==> config.mk <==
export PLATFORM = sky130hd
export DESIGN_NAME = axi_ifetch_queue
export DESIGN_NICKNAME = d
export VERILOG_FILES = /design/src/rtl/axi_ifetch_queue.sv
export SDC_FILE = /design/constraint.sdc
export NUM_CORES = 2
export LEC_CHECK = 0
export CAP_MARGIN = 10
export CORE_MARGIN = 5
export CORE_UTILIZATION = 60
export DETAILED_ROUTE_END_ITERATION = 6
export PLACE_DENSITY = 0.79
export SLEW_MARGIN = 20
export SYNTH_ARGS = -nofsm -noshare
export SYNTH_HDL_FRONTEND = slang
export SYNTH_SLANG_ARGS = --single-unit
==> constraint.sdc <==
create_clock -name clk -period 253.3 [get_ports clk]
set_input_delay 50.66 -clock clk [delete_from_list [all_inputs] [get_ports clk]]
set_output_delay 50.66 -clock clk [all_outputs]
set_load 0.02 [all_outputs]
==> src/rtl/axi_ifetch_queue.sv <==
// Instruction fetch front end: AXI4 line bursts unpacked into a
// {pc, instr} queue for decode, with redirect flush and zero-halt.
module axi_ifetch_queue #(
  parameter int ADDR_W     = 64,
  parameter int DATA_W     = 64,
  parameter int INSTR_W    = 32,
  parameter int BURST_LEN  = 8,
  parameter int FIFO_DEPTH = 16
) (
  input  logic               clk,
  input  logic               reset,
  input  logic [ADDR_W-1:0]  entry,
  input  logic               redirect_valid,
  input  logic [ADDR_W-1:0]  redirect_pc,
  output logic [ADDR_W-1:0]  m_axi_araddr,
  output logic               m_axi_arvalid,
  input  logic               m_axi_arready,
  output logic [7:0]         m_axi_arlen,
  output logic [2:0]         m_axi_arsize,
  output logic [1:0]         m_axi_arburst,
  input  logic [DATA_W-1:0]  m_axi_rdata,
  input  logic               m_axi_rvalid,
  output logic               m_axi_rready,
  input  logic               m_axi_rlast,
  output logic               if_valid,
  input  logic               if_ready,
  output logic [INSTR_W-1:0] if_instr,
  output logic [ADDR_W-1:0]  if_pc,
  output logic               halted
);

  localparam int WPB     = DATA_W / INSTR_W;
  localparam int WPL     = BURST_LEN * WPB;
  localparam int BEAT_B  = DATA_W / 8;
  localparam int INSTR_B = INSTR_W / 8;
  localparam int LB      = BURST_LEN * BEAT_B;
  localparam int PTR_W   = $clog2(FIFO_DEPTH);
  localparam int CNT_W   = PTR_W + 1;

  localparam logic [ADDR_W-1:0] LINE_MASK = ~ADDR_W'(LB - 1);
  localparam logic [CNT_W-1:0]  FREE_MAX  = CNT_W'(FIFO_DEPTH - WPL);

  typedef enum logic [2:0] {
    S_IDLE, S_ADDR, S_DATA, S_DRAIN, S_HALT
  } state_e;

  state_e              state_q, state_d;
  logic [ADDR_W-1:0]   fetch_pc_q, fetch_pc_d;
  logic [ADDR_W-1:0]   araddr_q, araddr_d;
  logic                arvalid_q, arvalid_d;
  logic                rready_q, rready_d;
  logic [7:0]          beat_q, beat_d;
  logic                halted_q, halted_d;
  logic                kill_q, kill_d;
  logic [PTR_W-1:0]    wr_q, wr_d;
  logic [PTR_W-1:0]    rd_q, rd_d;
  logic [CNT_W-1:0]    cnt_q, cnt_d;
  logic [ADDR_W-1:0]   pc_mem_q  [FIFO_DEPTH];
  logic [ADDR_W-1:0]   pc_mem_d  [FIFO_DEPTH];
  logic [INSTR_W-1:0]  ins_mem_q [FIFO_DEPTH];
  logic [INSTR_W-1:0]  ins_mem_d [FIFO_DEPTH];

  logic                redir;
  logic                beat_ok;
  logic                pop;
  logic                stop;
  logic [CNT_W-1:0]    npush;
  logic [PTR_W-1:0]    widx;
  logic [ADDR_W-1:0]   off;
  logic [ADDR_W-1:0]   fetch_off;
  logic [INSTR_W-1:0]  wrd;

  assign m_axi_araddr  = araddr_q;
  assign m_axi_arvalid = arvalid_q;
  assign m_axi_arlen   = 8'(BURST_LEN - 1);
  assign m_axi_arsize  = 3'($clog2(BEAT_B));
  assign m_axi_arburst = 2'b01;
  assign m_axi_rready  = rready_q;
  assign if_valid      = (cnt_q != '0);
  assign if_instr      = ins_mem_q[rd_q];
  assign if_pc         = pc_mem_q[rd_q];
  assign halted        = halted_q;

  always_comb begin
    state_d    = state_q;
    fetch_pc_d = fetch_pc_q;
    araddr_d   = araddr_q;
    arvalid_d  = arvalid_q;
    rready_d   = rready_q;
    beat_d     = beat_q;
    halted_d   = halted_q;
    kill_d     = kill_q;
    wr_d       = wr_q;
    rd_d       = rd_q;
    cnt_d      = cnt_q;
    pc_mem_d   = pc_mem_q;
    ins_mem_d  = ins_mem_q;
    stop       = 1'b0;
    npush      = '0;
    widx       = wr_q;
    off        = '0;
    wrd        = '0;
    fetch_off  = fetch_pc_q & ~LINE_MASK;

    redir   = redirect_valid && (state_q != S_HALT) && !halted_q;
    beat_ok = rready_q && m_axi_rvalid;
    pop     = if_valid && if_ready && !redir;

    // Words below the fetch PC are skipped; a zero word ends the stream.
    if (state_q == S_DATA && beat_ok && !redir && !halted_q) begin
      for (int k = 0; k < WPB; k++) begin
        off = ADDR_W'(beat_q) * ADDR_W'(BEAT_B) + ADDR_W'(k * INSTR_B);
        wrd = m_axi_rdata[k*INSTR_W +: INSTR_W];
        if (!stop && off >= fetch_off) begin
          if (wrd == '0) begin
            stop     = 1'b1;
            halted_d = 1'b1;
          end else begin
            widx = wr_q + npush[PTR_W-1:0];
            pc_mem_d[widx]  = araddr_q + off;
            ins_mem_d[widx] = wrd;
            npush = npush + CNT_W'(1);
          end
        end
      end
    end

    if (redir) begin
      wr_d  = '0;
      rd_d  = '0;
      cnt_d = '0;
    end else begin
      wr_d  = wr_q + npush[PTR_W-1:0];
      rd_d  = rd_q + PTR_W'(pop);
      cnt_d = cnt_q + npush - CNT_W'(pop);
    end

    unique case (state_q)
      S_IDLE: begin
        if (!redir && !halted_q && cnt_q <= FREE_MAX) begin
          state_d   = S_ADDR;
          arvalid_d = 1'b1;
          araddr_d  = fetch_pc_q & LINE_MASK;
          kill_d    = 1'b0;
        end
      end
      S_ADDR: begin
        if (redir) kill_d = 1'b1;
        if (m_axi_arready) begin
          arvalid_d = 1'b0;
          rready_d  = 1'b1;
          beat_d    = '0;
          kill_d    = 1'b0;
          state_d   = (kill_q || redir) ? S_DRAIN : S_DATA;
        end
      end
      S_DATA: begin
        if (beat_ok) begin
          beat_d = beat_q + 8'd1;
          if (m_axi_rlast) begin
            rready_d = 1'b0;
            if (redir) begin
              state_d = S_IDLE;
            end else if (halted_d) begin
              state_d = S_HALT;
            end else begin
              state_d    = S_IDLE;
              fetch_pc_d = araddr_q + ADDR_W'(LB);
            end
          end else if (redir) begin
            state_d = S_DRAIN;
          end
        end else if (redir) begin
          state_d = S_DRAIN;
        end
      end
      S_DRAIN: begin
        if (beat_ok && m_axi_rlast) begin
          rready_d = 1'b0;
          state_d  = S_IDLE;
        end
      end
      S_HALT: begin
        arvalid_d = 1'b0;
        rready_d  = 1'b0;
      end
      default: state_d = S_IDLE;
    endcase

    if (redir) fetch_pc_d = redirect_pc;
  end

  always_ff @(posedge clk) begin
    if (reset) begin
      state_q    <= S_IDLE;
      fetch_pc_q <= entry;
      araddr_q   <= '0;
      arvalid_q  <= 1'b0;
      rready_q   <= 1'b0;
      beat_q     <= '0;
      halted_q   <= 1'b0;
      kill_q     <= 1'b0;
      wr_q       <= '0;
      rd_q       <= '0;
      cnt_q      <= '0;
    end else begin
      state_q    <= state_d;
      fetch_pc_q <= fetch_pc_d;
      araddr_q   <= araddr_d;
      arvalid_q  <= arvalid_d;
      rready_q   <= rready_d;
      beat_q     <= beat_d;
      halted_q   <= halted_d;
      kill_q     <= kill_d;
      wr_q       <= wr_d;
      rd_q       <= rd_d;
      cnt_q      <= cnt_d;
    end
  end

  always_ff @(posedge clk) begin
    pc_mem_q  <= pc_mem_d;
    ins_mem_q <= ins_mem_d;
  end

endmodule

==> key figures <==
Outcome
  • Outcome: finished clean

Detailed routing
  • Pre-antenna DRT Iters: 7
  • Post-route ant nets: 0
  • Vias/cell: just under 7
  • Vias: approximately 60000
  • Wire per inst: 28.4 um
  • Detailed-route wire length: roughly 250000 um
  • Drt drc: 0
  • Initial DRC count: ~7700

Power
  • Worst IR Drop VDD: 0.00000788 V
  • Leakage: 28.8 nW
  • P per Cell Area: 6.06 nW/um2

Cells and area
  • Fin area: 101000 um2
  • Area Overhead vs Synth: 11.4%
  • Fraction of layout cells with a size suffix above 1: 0.205
  • Sequential cell area: 49800 um2
  • # fillers: 10200
  • Final nets: roughly 6900
  • Area of the multi-input gates: about 38000 um2
  • Fin cells: 8885

Floorplanning
  • I/O Pins: 376
  • Die span in y: 399 um
  • Width of the die: 399 um
  • Starting Density: 0.605
  • FP Rows: between 100 and 150
  • Core Area: 150000 um2
  • Die Area: 159000 um2

Global route
  • Vias in the first global route: 60100
  • Remaining Overflow, GRT: 0
  • Largest net degree at the start of global routing: between 200 and 250
  • GRT Util Overall: 0.312
  • First-pass GRT wire length: around 380000 um
  • Initial antenna violation count: 17

Setup path
  • CP required: 202.64 ns
  • Worst Setup End Kind: output pin
  • Crit path arrival time: 6.01 ns
  • Startpoint types: register
  • Worst Path Max Fanout: 101
  • Setup CP Type: reg2out

CTS
  • Postcts setup bufs: 0
  • Post_cts resized: 0
  • Post-CTS Hold Buffers: 0
  • Bufs on Longest Clock Path: 3
  • Num CTS Buffers: ~170
  • Clock root cell: clkbuf_16
  • Clk slew on worst S/H paths: about 0.060 ns
  • Clk_lat worst skew: 0.81 ns
  • H-tree levels: 4
  • CTS tree: done
  • CTS sink cnt: 1686

Synthesis
  • Largest family of logic cells by synthesized area: multiplexers
  • Post-synthesis sequential area ratio: 0.548
  • Number of synthesized flops with an enable pin: 1600
  • Simple-Gate Fraction of Synth Area: 0.0718
  • List of most frequent post-synthesis cells: edfxtp_1, nand2_1, mux2_1
  • Post-Syn Area: 90800 um2
  • Synth Instances: 6694
  • Warnings from Yosys: 0
  • Number of distinct library cells after synthesis: 74
  • Share of the synthesized area in the top cell type: 0.529
  • Largest cells by area after synthesis: edfxtp_1, mux4_2, mux2_1
  • Top FF cell, synth: edfxtp_1
  • Post-Synth XOR/XNOR Area: 0.0123
  • Synth Area in Compound Gates: 0.0466
  • Synth Register Bits: 1686
  • Leading area contributor after synthesis: edfxtp_1
  • Mean Syn Cell Area: 13.6 um2
  • Most numerous cell in the Yosys netlist: edfxtp_1
  • Synth Area in Adders: 0.00383
  • Synth async-reset ratio: 0
  • Mux share of post-synthesis cell area: 0.279

Timing
  • Setup violations, final: 0
  • Slew @ Worst Pin: 1.21 ns
  • Relative slew slack: 0.190
  • Hold Vio Cnt, Final: 0
  • Max Freq: around 18 MHz
  • Worst clock skew: 0.0226 ns
  • Max-slew violations: 0
  • RSZ-0062 raised after global routing: false
  • Tmin final: roughly 57 ns
  • Sum of negative setup slack: 0 ns
  • Part of the cycle the worst path needs: 0.224

Placed design
  • Number of port buffers: around 360
  • Placed insts: 8556
  • DP Wirelength: 151000 um
  • Placement Cell Area: 95600 um2
  • Gpl congestion: approximately 0.91

Job
  • Max_cap viols: 0

Hold path
  • HP Class: reg2reg
## flip-flops by register name, indices dropped and copies added (netlist names), 3 cells and up
| register | count |
|---|---|
| beat_q | 8 |
| cnt_q | 5 |
| fetch_pc_q | 64 |
| ins_mem_q | 512 |
| m_axi_araddr | 58 |
| pc_mem_q | 1024 |
| rd_q | 4 |
| state_q | 3 |
| wr_q | 4 |
## metrics by stage
stage,setup slack (ns),utilization,hold WS (ns),total power [mW]
finish,196.63,0.674,0.478,0.613
global route,196.13,0.674,0.503,0.630
CTS,196.45,0.673,0.481,0.615
detailed placement,196.14,0.637,0.473,0.365
global placement,196.21,0.636,0.467,0.364
floorplan,130.06,-,0.471,0.346
## worst max-delay path, cell delays in order (launching register included)
cell	delay, ns
dfxtp_4	0.91
buf_4	0.88
buf_12	0.67
buf_4	0.75
mux4_2	0.62
mux4_2	0.50
clkdlybuf4s50_1	0.59
## cell type report
| type | instances | share of cell area |
|---|---|---|
| multi-input combinational | 4253 | 0.376 |
| sequential | 1686 | 0.492 |
| timing repair buffer | 531 | 0.0496 |
| clock inverter | 109 | 0.00953 |
| tap | 2016 | 0.0249 |
| antenna | 9 | 0.000223 |
| clock buffer | 210 | 0.0449 |
| inverter | 71 | 0.00263 |
## kinds of logic after synthesis
| kind of cell | Yosys count |
|---|---|
| buffers and inverters | 772 |
| AND/OR/NAND/NOR | 1525 |
| flip-flops | 1686 |
| other | 2 |
| AO/OA/AOI/OAI | 743 |
| adder cells (fa/ha/maj) | 26 |
| XOR/XNOR | 127 |
| multiplexers | 1813 |
## worst paths after layout
check                        from              end  slack [ns]  cells after the start
setup / recovery          rd_q[0]        if_pc[27]      196.63                      6
hold / removal    m_axi_araddr[7]  m_axi_araddr[7]        0.48                      2
setup reg to reg       state_q[2]   ins_mem_q[491]      246.29                     10
hold reg to reg   m_axi_araddr[7]  m_axi_araddr[7]        0.48                      2
## metal layers
| layer | up-vias | GRT usage | routed length [um] |
|---|---|---|---|
| li1 | 25400 | - | - |
| met1 | 30200 | 0.413 | 93100 |
| met2 | 3571 | 0.512 | 122000 |
| met3 | 657 | 0.0591 | 25300 |
| met4 | 6 | 0.134 | 11800 |
| met5 | - | 0 | 41 |
## cell usage in the layout (no fill, tap or decap), types with 55 or more instances in the layout
cell type	instances
edfxtp_1	1600
nand2_1	744
mux2_1	533
nor2_1	493
mux4_2	480
mux2i_1	420
mux2_2	380
clkdlybuf4s50_1	355
a21oi_1	319
o21ai_0	183
clkbuf_16	175
buf_4	164
a31oi_1	160
dfxtp_1	82
inv_1	70
xnor2_1	55
## where the power goes
part	internal [mW]	leakage (nW)	switching (mW)
registers	0.305	11.2	0.00518
clock network	0.142	2.70	0.112
logic	0.0177	14.9	0.0316
Power figures use the tool's default switching activity.
